$ cat config.mk
export PLATFORM = sky130hd
export DESIGN_NAME = ram_program_loader
export DESIGN_NICKNAME = d
export VERILOG_FILES = /design/src/rtl/loader_pkg.sv /design/src/rtl/ram_program_loader_edge_sync.sv /design/src/rtl/ram_program_loader.sv
export SDC_FILE = /design/constraint.sdc
export NUM_CORES = 1
export LEC_CHECK = 0
export CORE_ASPECT_RATIO = 1.1
export CORE_MARGIN = 4
export CORE_UTILIZATION = 35
export DETAILED_ROUTE_END_ITERATION = 8
export HOLD_SLACK_MARGIN = 0.05
export PLACE_DENSITY = 0.72
export SYNTH_ARGS = -nofsm -noshare
export SYNTH_HDL_FRONTEND = slang
export SYNTH_HIERARCHICAL = 1
export SYNTH_SLANG_ARGS = --single-unit
$ cat constraint.sdc
create_clock -name clk -period 3.9 [get_ports clk]
set_input_delay 0.78 -clock clk [delete_from_list [all_inputs] [get_ports clk]]
set_output_delay 0.78 -clock clk [all_outputs]
set_load 0.05 [all_outputs]
$ cat src/rtl/loader_pkg.sv
// Shared types and defaults for the RAM program loader.
// LOADER_VERIFY_EN adds the read-back verify states.
package loader_pkg;

  localparam int unsigned DefAddrW = 4;
  localparam int unsigned DefDataW = 8;

  typedef logic [2:0] state_t;

  localparam state_t StIdle     = 3'd0;
  localparam state_t StHold     = 3'd1;
  localparam state_t StFetch    = 3'd2;
  localparam state_t StWrite    = 3'd3;
  localparam state_t StResetCpu = 3'd4;
`ifdef LOADER_VERIFY_EN
  localparam state_t StVfetch   = 3'd5;
  localparam state_t StVcheck   = 3'd6;
`endif

endpackage

$ cat src/rtl/ram_program_loader_edge_sync.sv
// Two-flop synchronizer with a rising-edge pulse output.
module edge_sync (
  input  logic clk,
  input  logic rst_n,
  input  logic din,
  output logic pulse
);

  logic       s1_q, s2_q, prev_q, armed_q;
  logic [1:0] vld_q;

  always_ff @(posedge clk) begin
    if (!rst_n) begin
      s1_q    <= 1'b0;
      s2_q    <= 1'b0;
      prev_q  <= 1'b0;
      vld_q   <= 2'b00;
      armed_q <= 1'b0;
    end else begin
      s1_q   <= din;
      s2_q   <= s1_q;
      prev_q <= s2_q;
      vld_q  <= {vld_q[0], 1'b1};
      // Only arm once a genuine low has been sampled, so a level held through reset is no edge.
      if (vld_q[1] && !s2_q) armed_q <= 1'b1;
    end
  end

  assign pulse = s2_q & ~prev_q & armed_q;

endmodule

$ cat src/rtl/ram_program_loader.sv
// Copies a boot ROM image into the CPU RAM while holding the CPU, then pulses CPU reset.
// LOADER_VERIFY_EN adds a read-back verify pass with ram_rdata / verify_err.
module ram_program_loader
  import loader_pkg::*;
#(
  parameter int unsigned ADDR_W      = DefAddrW,
  parameter int unsigned DATA_W      = DefDataW,
  parameter int unsigned HOLD_CYCLES = 16,
  parameter int unsigned RST_CYCLES  = 4
) (
  input  logic              clk,
  input  logic              rst_n,
  input  logic              load_req,
  input  logic [ADDR_W-1:0] cpu_ram_addr,
  input  logic [DATA_W-1:0] cpu_ram_wdata,
  input  logic              cpu_ram_we,
  output logic [ADDR_W-1:0] rom_addr,
  input  logic [DATA_W-1:0] rom_data,
  output logic [ADDR_W-1:0] ram_addr,
  output logic [DATA_W-1:0] ram_wdata,
  output logic              ram_we,
  output logic              cpu_hold,
  output logic              cpu_reset,
  output logic              busy,
`ifdef LOADER_VERIFY_EN
  input  logic [DATA_W-1:0] ram_rdata,
  output logic              verify_err,
`endif
  output logic              done
);

  localparam int unsigned MaxCyc = (HOLD_CYCLES > RST_CYCLES) ? HOLD_CYCLES : RST_CYCLES;
  localparam int unsigned CycW   = $clog2(MaxCyc + 1);
  localparam logic [CycW-1:0]   HoldLast = CycW'(HOLD_CYCLES - 1);
  localparam logic [CycW-1:0]   RstLast  = CycW'(RST_CYCLES - 1);
  localparam logic [ADDR_W-1:0] LastAddr = {ADDR_W{1'b1}};

  state_t            state_q, state_d;
  logic [ADDR_W-1:0] cnt_q, cnt_d;
  logic [CycW-1:0]   cyc_q, cyc_d;
  logic [ADDR_W-1:0] rom_addr_q;
  logic              done_q, done_d;
  logic              start;
  logic              fetching;
`ifdef LOADER_VERIFY_EN
  logic              verr_q, verr_d;
`endif

  edge_sync u_edge_sync (
    .clk   (clk),
    .rst_n (rst_n),
    .din   (load_req),
    .pulse (start)
  );

  always_comb begin
    state_d = state_q;
    cnt_d   = cnt_q;
    cyc_d   = cyc_q;
    done_d  = done_q;
`ifdef LOADER_VERIFY_EN
    verr_d  = verr_q;
`endif
    unique case (state_q)
      StIdle: begin
        if (start) begin
          state_d = StHold;
          done_d  = 1'b0;
          cnt_d   = '0;
          cyc_d   = '0;
`ifdef LOADER_VERIFY_EN
          verr_d  = 1'b0;
`endif
        end
      end
      StHold: begin
        if (cyc_q == HoldLast) begin
          state_d = StFetch;
          cyc_d   = '0;
        end else begin
          cyc_d = cyc_q + 1'b1;
        end
      end
      StFetch: state_d = StWrite;
      StWrite: begin
        if (cnt_q == LastAddr) begin
`ifdef LOADER_VERIFY_EN
          state_d = StVfetch;
          cnt_d   = '0;
`else
          state_d = StResetCpu;
`endif
        end else begin
          cnt_d   = cnt_q + 1'b1;
          state_d = StFetch;
        end
      end
`ifdef LOADER_VERIFY_EN
      StVfetch: state_d = StVcheck;
      StVcheck: begin
        if (ram_rdata != rom_data) verr_d = 1'b1;
        if (cnt_q == LastAddr) begin
          state_d = StResetCpu;
        end else begin
          cnt_d   = cnt_q + 1'b1;
          state_d = StVfetch;
        end
      end
`endif
      StResetCpu: begin
        if (cyc_q == RstLast) begin
          state_d = StIdle;
          done_d  = 1'b1;
          cyc_d   = '0;
        end else begin
          cyc_d = cyc_q + 1'b1;
        end
      end
      default: state_d = StIdle;
    endcase
  end

  always_ff @(posedge clk) begin
    if (!rst_n) begin
      state_q    <= StIdle;
      cnt_q      <= '0;
      cyc_q      <= '0;
      rom_addr_q <= '0;
      done_q     <= 1'b0;
`ifdef LOADER_VERIFY_EN
      verr_q     <= 1'b0;
`endif
    end else begin
      state_q    <= state_d;
      cnt_q      <= cnt_d;
      cyc_q      <= cyc_d;
      rom_addr_q <= rom_addr;
      done_q     <= done_d;
`ifdef LOADER_VERIFY_EN
      verr_q     <= verr_d;
`endif
    end
  end

`ifdef LOADER_VERIFY_EN
  assign fetching   = (state_q == StFetch) || (state_q == StVfetch);
  assign verify_err = verr_q;
`else
  assign fetching   = (state_q == StFetch);
`endif

  // ROM address is only advanced while fetching and holds otherwise.
  assign rom_addr  = fetching ? cnt_q : rom_addr_q;
  assign busy      = (state_q != StIdle);
  assign cpu_hold  = busy;
  assign cpu_reset = (state_q == StResetCpu);
  assign done      = done_q;

  always_comb begin
    if (state_q == StIdle) begin
      ram_addr  = cpu_ram_addr;
      ram_wdata = cpu_ram_wdata;
      ram_we    = cpu_ram_we;
    end else begin
      ram_addr  = cnt_q;
      ram_wdata = rom_data;
      ram_we    = (state_q == StWrite);
    end
  end

endmodule

==> summary.txt <==
Timing
  • Fin Hold WS: 443.1 ps
  • Skew final: 7.194 ps
  • Fmax: 289.7 MHz
  • Finish-stage setup viols: 0
  • Worst-Margin Slew: 809.5 ps
  • Setup TNS: 0 ps
  • Final Hold Fails: 0
  • Fin crit share: 0.8852
  • Crit path time final: 3452 ps
  • Fin. max-slew vios: 0
  • Unrepaired setup endpoints after global routing: false
  • Relative slew slack: 0.4527

GRT
  • Vias in the first global route: 1089
  • First-pass GRT wire length: 4.767 mm
  • Largest net degree at the start of global routing: 18
  • Number of antenna violations at the first check in global routing: 0
  • Total grt overflow: 0
  • Total track usage: 0.1291

Worst setup path
  • R2r setup slk: 1970 ps
  • Critical Path RT: 3120 ps
  • CP max stage delay: 720 ps
  • Worst Path Buf+Inv: 1
  • CP max stage cell: clkdlybuf4s50_1
  • Crit path max fanout: 15
  • Setup crit start: state_q[1]$_SDFFE_PN0P_
  • FF-to-FF Start: cyc_q[0]$_SDFFE_PN0P_
  • CP cell instances: nor3b_1 > mux2_2 > clkdlybuf4s50_1
  • Crit Path Category: flip-flop to output port
  • Critical Path End Type: output port
  • End of the worst register-to-register path: cyc_q[2]$_SDFFE_PN0P_
  • Critical Path Source Type: flip-flop
  • Critical path's top delay family: buffers and inverters
  • R2R cell count: 8
  • Worst path arrival time: 2670 ps

Route
  • Post-Route WL: 2.949 mm
  • Detailed Route Iter0 Violations: 15
  • DR vias: 1152
  • Drt via density: 5.143
  • Antenna viol nets, final: 0
  • Drt wl/cell: 13.17 µm
  • TritonRoute pass-1 iters: 4
  • Drt drc: 0

Hold path
  • Hold WC Path Type: flip-flop to flip-flop
  • Hold Path End: u_edge_sync/s2_q$_SDFF_PN0_
  • Hold Path Stages: 1
  • Hold Crit Start: u_edge_sync/s1_q$_SDFF_PN0_

Finish
  • Fin area: 0.001732 mm²
  • Commonest non-fill, non-tap cells in the layout: clkdlybuf4s50_1, dfxtp_1, mux2_2, a21oi_1, and2_1
  • Share of layout cells above drive strength 1: 0.1420
  • Filler cells: 339
  • Commonest non-fill, non-tap cell in the layout: clkdlybuf4s50_1
  • Area growth syn-to-layout: 41.08%
  • Antenna Cells: 0
  • Final Instance Count excl. Fillers: 224
  • Net count reported at finish: 205

Die
  • I/O Pins: 45
  • # rows: 22
  • Core area: 0.003358 mm²
  • Die Width: 64.47 µm
  • DIE AREA: 0.004520 mm²
  • Initial Utilization: 0.3655
  • Die Y: 70.11 µm

Placed design
  • Port Buffers: 44
  • Dpl cell area: 0.001704 mm²
  • Placed Cells incl. Taps: 220
  • Placer congestion estimate: 0.7654
  • Hpwl dp: 2.377 mm

Clock tree
  • Total CTS buffers: 3
  • Reg clk slew, reported paths: 130 ps
  • Postcts setup bufs: 0
  • CTS tree: built
  • Hold_buf cts: 0
  • CTS root buf: clkbuf_4
  • Htree depth: 1
  • CTS sink count: 23
  • Clock Tree Buf Depth: 2
  • Clk_lat worst skew: 310 ps
  • Post-CTS Resized: 0

Yosys
  • Synth cell types: 44
  • Post-synth top area cell: dfxtp_1
  • Flops & latches, synth: 23
  • Syn Inst Count: 133
  • Synth warnings: 6
  • Syn Nets: 161
  • Largest cells by area after synthesis: dfxtp_1, mux2_2, and2_1, ha_1, a21oi_1
  • Fraction of registers with async set or reset after synthesis: 0
  • EDFF count, synth: 0
  • Synth Cell Area: 0.001227 mm²
  • Top cell type's share of synthesized area: 0.3751
  • Synth Area per Inst: 9.229 µm²
  • Top_reg_cell synth: dfxtp_1
  • Seq/Total Area, Yosys: 0.3751

Flow run
  • Max Cap Viol: 0

Power
  • Power Density: 255.6 mW/mm²
  • Leakage: 0.0006789 µW
  • Worst-case vdd ir drop: 0.1379 mV
  • Design Power: 442.6 µW

Outcome
  • Status: completed
-- through the flow --
stage | worst slack (ps) | util
3_5_place_dp | 791.2 | 0.5075
2_1_floorplan | 1531 | -
4_1_cts | 437.3 | 0.5156
6_report | 447.6 | 0.5156
3_3_place_gp | 905.5 | 0.5075
5_1_grt | 320.0 | 0.5156
-- logic make-up (layout without fill, tap and decap cells) --
group,Yosys count,count (layout),share of synthesized area
fa+ha+maj,4,4,0.04078
flops,23,23,0.3751
buf+inv,13,56,0.04689
simple gates,48,48,0.2263
mux,16,16,0.1468
compound gates,29,29,0.1641
-- per-layer routing --
layer | GRT usage | part of all wire | up-vias
met4 | 0.05634 | 0.015 | 0
met2 | 0.2305 | 0.48 | 47
met1 | 0.1430 | 0.42 | 534
met5 | 0 | 0 | -
li1 | - | - | 567
met3 | 0.03055 | 0.088 | 4
-- layout make-up --
cell class | instances | area [µm²] | share of cell area
clock buffers | 3 | 22.52 | 0.01301
clock inverters | 1 | 5.005 | 0.002890
inverters | 7 | 26.28 | 0.01517
multi-input cells | 97 | 709.4 | 0.4097
flip-flops and latches | 23 | 460.4 | 0.2659
well taps | 48 | 60.06 | 0.03468
repair buffers | 45 | 447.9 | 0.2587
-- power by group --
| group | switching [µW] | total [µW] | internal, µW |
|---|---|---|---|
| clock | 71.2 | 109 | 38.3 |
| sequential | 2.12 | 241 | 239 |
| combinational | 47.5 | 92.4 | 44.9 |
| total | 121 | 443 | 322 |
-- worst max-delay path by stage --
| stage | endpoint | depth (start not counted) | slack [ps] |
|---|---|---|---|
| after CTS | rom_addr[1] | 3 | 440 |
| final | rom_addr[1] | 3 | 450 |
| after detailed placement | rom_addr[1] | 3 | 790 |
| after global placement | ram_we | 4 | 910 |
| after global routing | rom_addr[1] | 3 | 320 |
| after floorplan | cpu_hold | 5 | 1530 |
-- flip-flops by register name (all words and copies together), names as in the netlist --
register	count
u_edge_sync/armed_q	1
u_edge_sync/prev_q	1
cyc_q	5
u_edge_sync/s2_q	1
rom_addr_q	4
done	1
cnt_q	4
u_edge_sync/s1_q	1
u_edge_sync/vld_q	2
state_q	3
-- synth_stat cells (all sizes together) (2+ instances only) --
cell type / instances
dfxtp: 23
mux2: 16
a21oi: 8
and2: 8
inv: 7
nand2: 7
nor2: 7
o21ai: 5
buf: 4
ha: 4
nand2b: 4
nand3: 4
a21boi: 2
a31oi: 2
and3b: 2
clkbuf: 2
nand3b: 2
nor3: 2
or3: 2
or3b: 2
(Power assumes the default switching activity.)
